[config.mk]
export PLATFORM = sky130hd
export DESIGN_NAME = lcv_div_iter_del_flat
export DESIGN_NICKNAME = d
export VERILOG_FILES = /design/src/rtl/lcv_div_iter_del_if.sv /design/src/rtl/lcv_div_iter_del.sv /design/src/flat_wrapper.sv
export SDC_FILE = /design/constraint.sdc
export NUM_CORES = 1
export LEC_CHECK = 0
export CAP_MARGIN = 20
export CORE_MARGIN = 3
export CORE_UTILIZATION = 61
export DETAILED_ROUTE_END_ITERATION = 8
export GPL_TIMING_DRIVEN = 0
export MAX_ROUTING_LAYER = met4
export PLACE_DENSITY = 0.85
export SLEW_MARGIN = 20
export SYNTH_ARGS = -nofsm -noshare
export SYNTH_HDL_FRONTEND = slang
export SYNTH_SLANG_ARGS = --single-unit
[constraint.sdc]
create_clock -name clk -period 6.17 [get_ports clk]
set_input_delay 1.234 -clock clk [delete_from_list [all_inputs] [get_ports clk]]
set_output_delay 1.234 -clock clk [all_outputs]
set_load 0.01 [all_outputs]
[src/rtl/lcv_div_iter_del_if.sv]
// lcv_div_iter_del_if: request/result handshake bundle for the iterative divider.
//   inp_valid/inp_ready    request handshake
//   inp_a, inp_b           dividend, divisor (WIDTH bits)
//   inp_signed             1 = two's-complement operands
//   outp_valid/outp_ready  result handshake
//   outp_quot, outp_rem    quotient, remainder (WIDTH bits)
//   outp_div_by_zero       divisor was zero
// master = requester/consumer side, slave = divider side.
interface lcv_div_iter_del_if #(
   parameter int unsigned WIDTH = 32
);
   logic             inp_valid;
   logic             inp_ready;
   logic [WIDTH-1:0] inp_a;
   logic [WIDTH-1:0] inp_b;
   logic             inp_signed;
   logic             outp_valid;
   logic             outp_ready;
   logic [WIDTH-1:0] outp_quot;
   logic [WIDTH-1:0] outp_rem;
   logic             outp_div_by_zero;

   modport master (
      output inp_valid, inp_a, inp_b, inp_signed, outp_ready,
      input  inp_ready, outp_valid, outp_quot, outp_rem, outp_div_by_zero
   );

   modport slave (
      input  inp_valid, inp_a, inp_b, inp_signed, outp_ready,
      output inp_ready, outp_valid, outp_quot, outp_rem, outp_div_by_zero
   );
endinterface

[src/rtl/lcv_div_iter_del.sv]
// lcv_div_iter_del: iterative radix-2 restoring divider (DIV/REM unit).
// One request is accepted in IDLE, WIDTH iterations resolve one quotient bit
// each, a fix-up cycle applies sign correction, and the result is held until
// the consumer takes it. Latency accept-to-valid is WIDTH+1 cycles.
// Ports:
//   clk  rising-edge clock
//   rst  synchronous active-high reset
//   bus  lcv_div_iter_del_if.slave (request and result handshakes)
module lcv_div_iter_del #(
   parameter int unsigned WIDTH = 32
) (
   input logic               clk,
   input logic               rst,
   lcv_div_iter_del_if.slave bus
);
   localparam int unsigned CW = $clog2(WIDTH);

   typedef enum logic [1:0] {IDLE, ITER, FIX, DONE} state_t;

   state_t           state;
   logic [WIDTH-1:0] dvd;     // dividend magnitude shifts out, quotient bits shift in
   logic [WIDTH-1:0] dvs;     // divisor magnitude
   logic [WIDTH-1:0] rem;     // partial remainder
   logic [CW-1:0]    cnt;
   logic             neg_q;
   logic             neg_r;
   logic             dbz;

   logic             a_neg;
   logic             b_neg;
   logic [WIDTH-1:0] a_mag;
   logic [WIDTH-1:0] b_mag;
   logic [WIDTH:0]   rem_sh;
   logic             borrow;
   logic [WIDTH-1:0] rem_next;

   always_comb begin
      a_neg  = bus.inp_signed & bus.inp_a[WIDTH-1];
      b_neg  = bus.inp_signed & bus.inp_b[WIDTH-1];
      a_mag  = a_neg ? -bus.inp_a : bus.inp_a;
      b_mag  = b_neg ? -bus.inp_b : bus.inp_b;
      rem_sh = {rem, dvd[WIDTH-1]};
      // Borrow from the WIDTH+1 bit trial subtraction; when there is no
      // borrow the difference is below the divisor, so WIDTH bits hold it.
      borrow   = rem_sh < {1'b0, dvs};
      rem_next = borrow ? rem_sh[WIDTH-1:0] : rem_sh[WIDTH-1:0] - dvs;
   end

   always_ff @(posedge clk) begin
      if (rst) begin
         state                <= IDLE;
         dvd                  <= '0;
         dvs                  <= '0;
         rem                  <= '0;
         cnt                  <= '0;
         neg_q                <= 1'b0;
         neg_r                <= 1'b0;
         dbz                  <= 1'b0;
         bus.inp_ready        <= 1'b1;
         bus.outp_valid       <= 1'b0;
         bus.outp_quot        <= '0;
         bus.outp_rem         <= '0;
         bus.outp_div_by_zero <= 1'b0;
      end else begin
         unique case (state)
            IDLE: begin
               if (bus.inp_valid) begin
                  dvd           <= a_mag;
                  dvs           <= b_mag;
                  rem           <= '0;
                  cnt           <= CW'(WIDTH - 1);
                  neg_q         <= bus.inp_signed
                                   && (bus.inp_a[WIDTH-1] != bus.inp_b[WIDTH-1])
                                   && (bus.inp_b != '0);
                  neg_r         <= a_neg;
                  dbz           <= (bus.inp_b == '0);
                  bus.inp_ready <= 1'b0;
                  state         <= ITER;
               end
            end
            ITER: begin
               rem <= rem_next;
               dvd <= {dvd[WIDTH-2:0], ~borrow};
               cnt <= cnt - 1'b1;
               if (cnt == '0) begin
                  state <= FIX;
               end
            end
            FIX: begin
               bus.outp_quot        <= neg_q ? -dvd : dvd;
               bus.outp_rem         <= neg_r ? -rem : rem;
               bus.outp_div_by_zero <= dbz;
               bus.outp_valid       <= 1'b1;
               state                <= DONE;
            end
            DONE: begin
               if (bus.outp_ready) begin
                  bus.outp_valid <= 1'b0;
                  bus.inp_ready  <= 1'b1;
                  state          <= IDLE;
               end
            end
            default: state <= IDLE;
         endcase
      end
   end
endmodule

[src/flat_wrapper.sv]
// flat-port wrapper written by rule: the top's interface ports become plain ports
module lcv_div_iter_del_flat 
#(
   parameter int unsigned WIDTH = 32
)
  (clk, rst, bus_inp_valid, bus_inp_a, bus_inp_b, bus_inp_signed, bus_outp_ready, bus_inp_ready, bus_outp_valid, bus_outp_quot, bus_outp_rem, bus_outp_div_by_zero);
  lcv_div_iter_del_if #(.WIDTH(WIDTH)) bus_i ();
  input logic clk;
  input logic rst;
  input wire logic [$bits(bus_i.inp_valid)-1:0] bus_inp_valid;
  input wire logic [$bits(bus_i.inp_a)-1:0] bus_inp_a;
  input wire logic [$bits(bus_i.inp_b)-1:0] bus_inp_b;
  input wire logic [$bits(bus_i.inp_signed)-1:0] bus_inp_signed;
  input wire logic [$bits(bus_i.outp_ready)-1:0] bus_outp_ready;
  output wire logic [$bits(bus_i.inp_ready)-1:0] bus_inp_ready;
  output wire logic [$bits(bus_i.outp_valid)-1:0] bus_outp_valid;
  output wire logic [$bits(bus_i.outp_quot)-1:0] bus_outp_quot;
  output wire logic [$bits(bus_i.outp_rem)-1:0] bus_outp_rem;
  output wire logic [$bits(bus_i.outp_div_by_zero)-1:0] bus_outp_div_by_zero;
  assign bus_i.inp_valid = bus_inp_valid;
  assign bus_i.inp_a = bus_inp_a;
  assign bus_i.inp_b = bus_inp_b;
  assign bus_i.inp_signed = bus_inp_signed;
  assign bus_i.outp_ready = bus_outp_ready;
  assign bus_inp_ready = bus_i.inp_ready;
  assign bus_outp_valid = bus_i.outp_valid;
  assign bus_outp_quot = bus_i.outp_quot;
  assign bus_outp_rem = bus_i.outp_rem;
  assign bus_outp_div_by_zero = bus_i.outp_div_by_zero;
  lcv_div_iter_del #(.WIDTH(WIDTH)) u_core (.clk(clk), .rst(rst), .bus(bus_i));
endmodule
# == After elaboration in Yosys (flattened, before gate mapping) ==
# Index checks and enable logic that the tools add are counted.
# totals
elab_cells,64
out_inout_bits,67
register_bits,173
in_bits,69
# op_classes
bitwise_logic,3
n_eq_ne,7
n_lt_le_gt_ge,1
add_sub_neg,6
reduce_logical,14
mux,20
# ops
operator,n
two-way mux 32 bit,7
negation 32 bit,4
case mux 32 bit (2 select lines),2
< comparator 33 x 32 -> 1 bit,1
zero test 32 bit,1
nonzero test 32 bit,1
subtractor 32 bit,1
case mux 5 bit (2 select lines),1
case mux 2 bit (4 select lines),1
two-way mux 2 bit,3
AND reduction 2 bit,3
AND reduction 3 bit,2
nonzero test 2 bit,3
zero test 5 bit,1
two-way mux 5 bit,1
"subtractor 5 x 1 -> 5 bit, second input constant",1
"equality test 2 bit, second input constant",2
"inequality test 2 bit, second input constant",2
case mux 1 bit (2 select lines),2
two-way mux 1 bit,3
AND 1 bit,2
"equality test 2 x 1 -> 1 bit, second input constant",1
logical AND 1 bit,2
zero test 2 bit,1
other kinds (3),3

# == Longest topological paths before layout ==
# depth
depth_word,4
ltp_mapped,14
ltp_nobuf,13

# == Worst setup path after synthesis ==
# OpenSTA, ideal clock, no wires.
# synth_path
path_type,input port to flip-flop
start,input port bus_inp_b[4]
end,register u_core.dvs[28]
slack_ps,2639
t_arrival_ps,3446
t_required_ps,6084
setup_time_ps,86
cell_stages,9
path_buffers,0
cell_sequence,or3_1 > nor3b_2 > nand2_1 > nor4_1 > nor4b_2 > and4bb_1 > a31oi_1 > xnor2_1 > a211oi_1
# synth_between
elab_chain_cells,2
# synth_rtl
item,line_no,source
start: declaration,flat_wrapper.sv:12,input wire logic [$bits(bus_i.inp_b)-1:0] bus_inp_b;
negation 32 bit,lcv_div_iter_del.sv:41,b_mag = b_neg ? -bus.inp_b : bus.inp_b;
two-way mux 32 bit,lcv_div_iter_del.sv:41,
end signal: assignment,lcv_div_iter_del.sv:69,dvs <= b_mag;
end: declaration,lcv_div_iter_del.sv:22,logic [WIDTH-1:0] dvs;
# No other way between the ends.
# A chain may end at the register's enable or synchronous reset.

# == Final worst setup path ==
# layout_path
start,input port bus_inp_b[2]
end,register u_core.dvs[28]
# The elaborated chain is that of the path after synthesis.

==> reports/metrics.csv <==
metric,value,unit
finalCritPeriodShare,65.7,%
antenna_found_initial,0,
ys_ff_latch,173,
crit_path_end_kind,flop,
grt_max_degree,17,
synth_warnings,0,
final_common_cell,dfxtp_1,
cts_hold_buf,0,
syn_area,0.0106,sq mm
grtUsageTotal,33.4,%
yosysUniqueCellTypes,70,
cp.required,6.52,ns
core-area,0.0168,sq mm
syn_inst,1344,
area_delta_synth_final,21.4,%
p_per_area,416,mW/mm^2
cts.sinks,173,
r2r-start,u_core.dvd[31],
routed_via_density,6.11,
rows,47,
rsz0062_at_grt,no,
die_h,138,um
h-tree-depth,4,
cp-start-kind,primary input,
grt_pass1_wl,48600,um
synth_edf_count,0,
finalMaxSlewViolations,0,
async_flop_share,0,%
hpwl,23700,um
status,completed,
pin_count,136,
drt_iter0_markers,1111,
cts_buffers,17,
die-area,0.0190,sq mm
hold_start,u_core.bus.outp_quot[30],
path_class,in2reg,
clock_path_buffers,2,
slowest_delay,0.49,ns
final_cell_mix,"dfxtp_1, nor2_1, nand2_1, clkdlybuf4s50_1, a21oi_1",
synth.area.top_cells,"dfxtp_1, xor2_1, a211oi_1, nor2_1, ha_1",
antenna_cells,0,
slowest_stage,nor4_1,
power_leakage,4.78,nW
worst_pin_slew,0.798,ns
clk_latency,0.44,ns
layout_min_cycle_time,4.05,ns
clockRootBuffer,clkbuf_16,
syn_nets,1456,
postRouteWirelength,31300,um
fp.dieW,138,um
grt_pass1_vias,9602,
max_slew_margin,46.1,%
arrival,4.41,ns
ant_nets,0,
finalClockSkew,0.0104,ns
fmax,247,MHz
via_count,10600,
setup_viol,0,
synth_area_per_cell,7.89,sq um
worstPathCellList,"clkdlybuf4s50_1, or3_1, nor3b_2, nand2_1, nor4_1, nor4b_2, and4bb_1, a31oi_1, xnor2_1, a211oi_1",
cp_max_fo,6,
drcViolationCount,0,
avgRoutedWirePerCell,18.1,um
layout-drive-gt1-share,3.58,%
port_buffers,134,
clk_pin_slew_worst_paths,0.06,ns
power.total,0.00536,W
setup_tns,0,ns
worstHoldPathType,reg2reg,
grt-ovfl-total,0,
hold_viol_final,0,
synth_top_area_share,32.6,%
ys_seq_area_share,32.6,%
tritoncts,built,
synth_top_area_cell,dfxtp_1,
synth_ff_type,dfxtp_1,
first_pass_iters,6,
place_congestion,1.00,
initial_core_util,63.1,%
startpoint,bus_inp_b[2],
ir_worst_vdd,0.300,mV
nNetsFinal,1609,
cap_violations,0,
post-cts-setup-buffers,0,
cts_resized,0,
==> synth_stat cells, types with 7 or more instances <==
master    instances
mux2i_1          25
ha_1             42
clkbuf_1         72
dfxtp_1         173
o31ai_1          21
nor2_1          161
o41ai_1          13
and3_1            9
and2_1           10
nand2b_1          7
nor3_1           17
or3_1            18
a21o_1           13
o211ai_1          9
nor4_1            8
a21oi_1          97
nand2_1         134
o21ai_0          95
inv_1            58
nand3_1          11
a211oi_1         85
a31oi_1          12
xor2_1           89
xnor2_1          56
or4_1            13
a311oi_1          7
==> state kept, by name, indices dropped and copies added, names as in the netlist <==
name and count:
u_core.state 2, u_core.dbz 1, u_core.rem 32, u_core.dvd 32, u_core.cnt 5, u_core.dvs 32
u_core.bus.inp_ready 1, u_core.bus.outp_div_by_zero 1, u_core.neg_q 1, u_core.neg_r 1, u_core.bus.outp_rem 32, u_core.bus.outp_quot 32
u_core.bus.outp_valid 1
==> worst paths after layout <==
path                              end  slack [ns]  cells after the start
max reg2reg            u_core.rem[28]        2.38                     12
min          u_core.bus.outp_quot[30]        0.46                      2
min reg2reg  u_core.bus.outp_quot[30]        0.46                      2
max                    u_core.dvs[28]        2.12                     10
==> layout make-up <==
cell class / count / area [sq um]
plain buffers: 77 / 290
clock buffers: 19 / 443
clock inverters: 12 / 210
fillers: 1293 / 3940
inverters: 58 / 218
multi-input cells: 1036 / 6640
flip-flops and latches: 173 / 3460
well taps: 220 / 275
repair buffers: 134 / 1340
==> metal layers <==
| layer | global-route usage [%] | up-vias | part of all wire (%) |
|---|---|---|---|
| li1 | - | 5100 | - |
| met1 | 47.0 | 4884 | 44 |
| met2 | 50.1 | 528 | 44 |
| met3 | 6.20 | 51 | 11 |
| met4 | 7.57 | 0 | 1.6 |
| met5 | - | - | 0 |
==> power breakdown <==
group	switching, W	internal (W)
Clock	0.000473	0.000733
Sequential	0.000316	0.00143
Combinational	0.00138	0.00102
==> critical path: cells and delay by family <==
kind	cells	cell delay, ns
xor gates and xnor gates	1	0.16
buffers and inverters	1	0.48
and+or+nand+nor	6	2.16
AOI/OAI and AO/OA	2	0.36
==> logic make-up (layout without fill, tap and decap cells) <==
kind of cell | after synthesis | in the layout | synth area share, %
XOR/XNOR | 145 | 145 | 12.0
adder cells (fa/ha/maj) | 43 | 43 | 5.14
multiplexers | 25 | 25 | 2.36
AND/OR/NAND/NOR | 422 | 422 | 18.7
AO/OA/AOI/OAI | 401 | 401 | 24.4
flip-flops | 173 | 173 | 32.6
buffers and inverters | 135 | 300 | 4.79
==> per-stage QoR <==
| step | instances | instance area (sq um) | util (%) | hold WS [ns] | setup slack [ns] |
|---|---|---|---|---|---|
| after global routing | 1729 | 12900 | 76.6 | 0.477 | 1.82 |
| after global placement | 1698 | 12200 | 72.7 | 0.442 | 1.73 |
| after CTS | 1729 | 12900 | 76.6 | 0.461 | 2.13 |
| final | 1729 | 12900 | 76.6 | 0.458 | 2.12 |
| after detailed placement | 1698 | 12200 | 72.7 | 0.452 | 1.69 |
| after floorplan | 1344 | 10600 | - | 0.432 | 2.64 |
No activity file was read; power rests on OpenSTA's default activity.
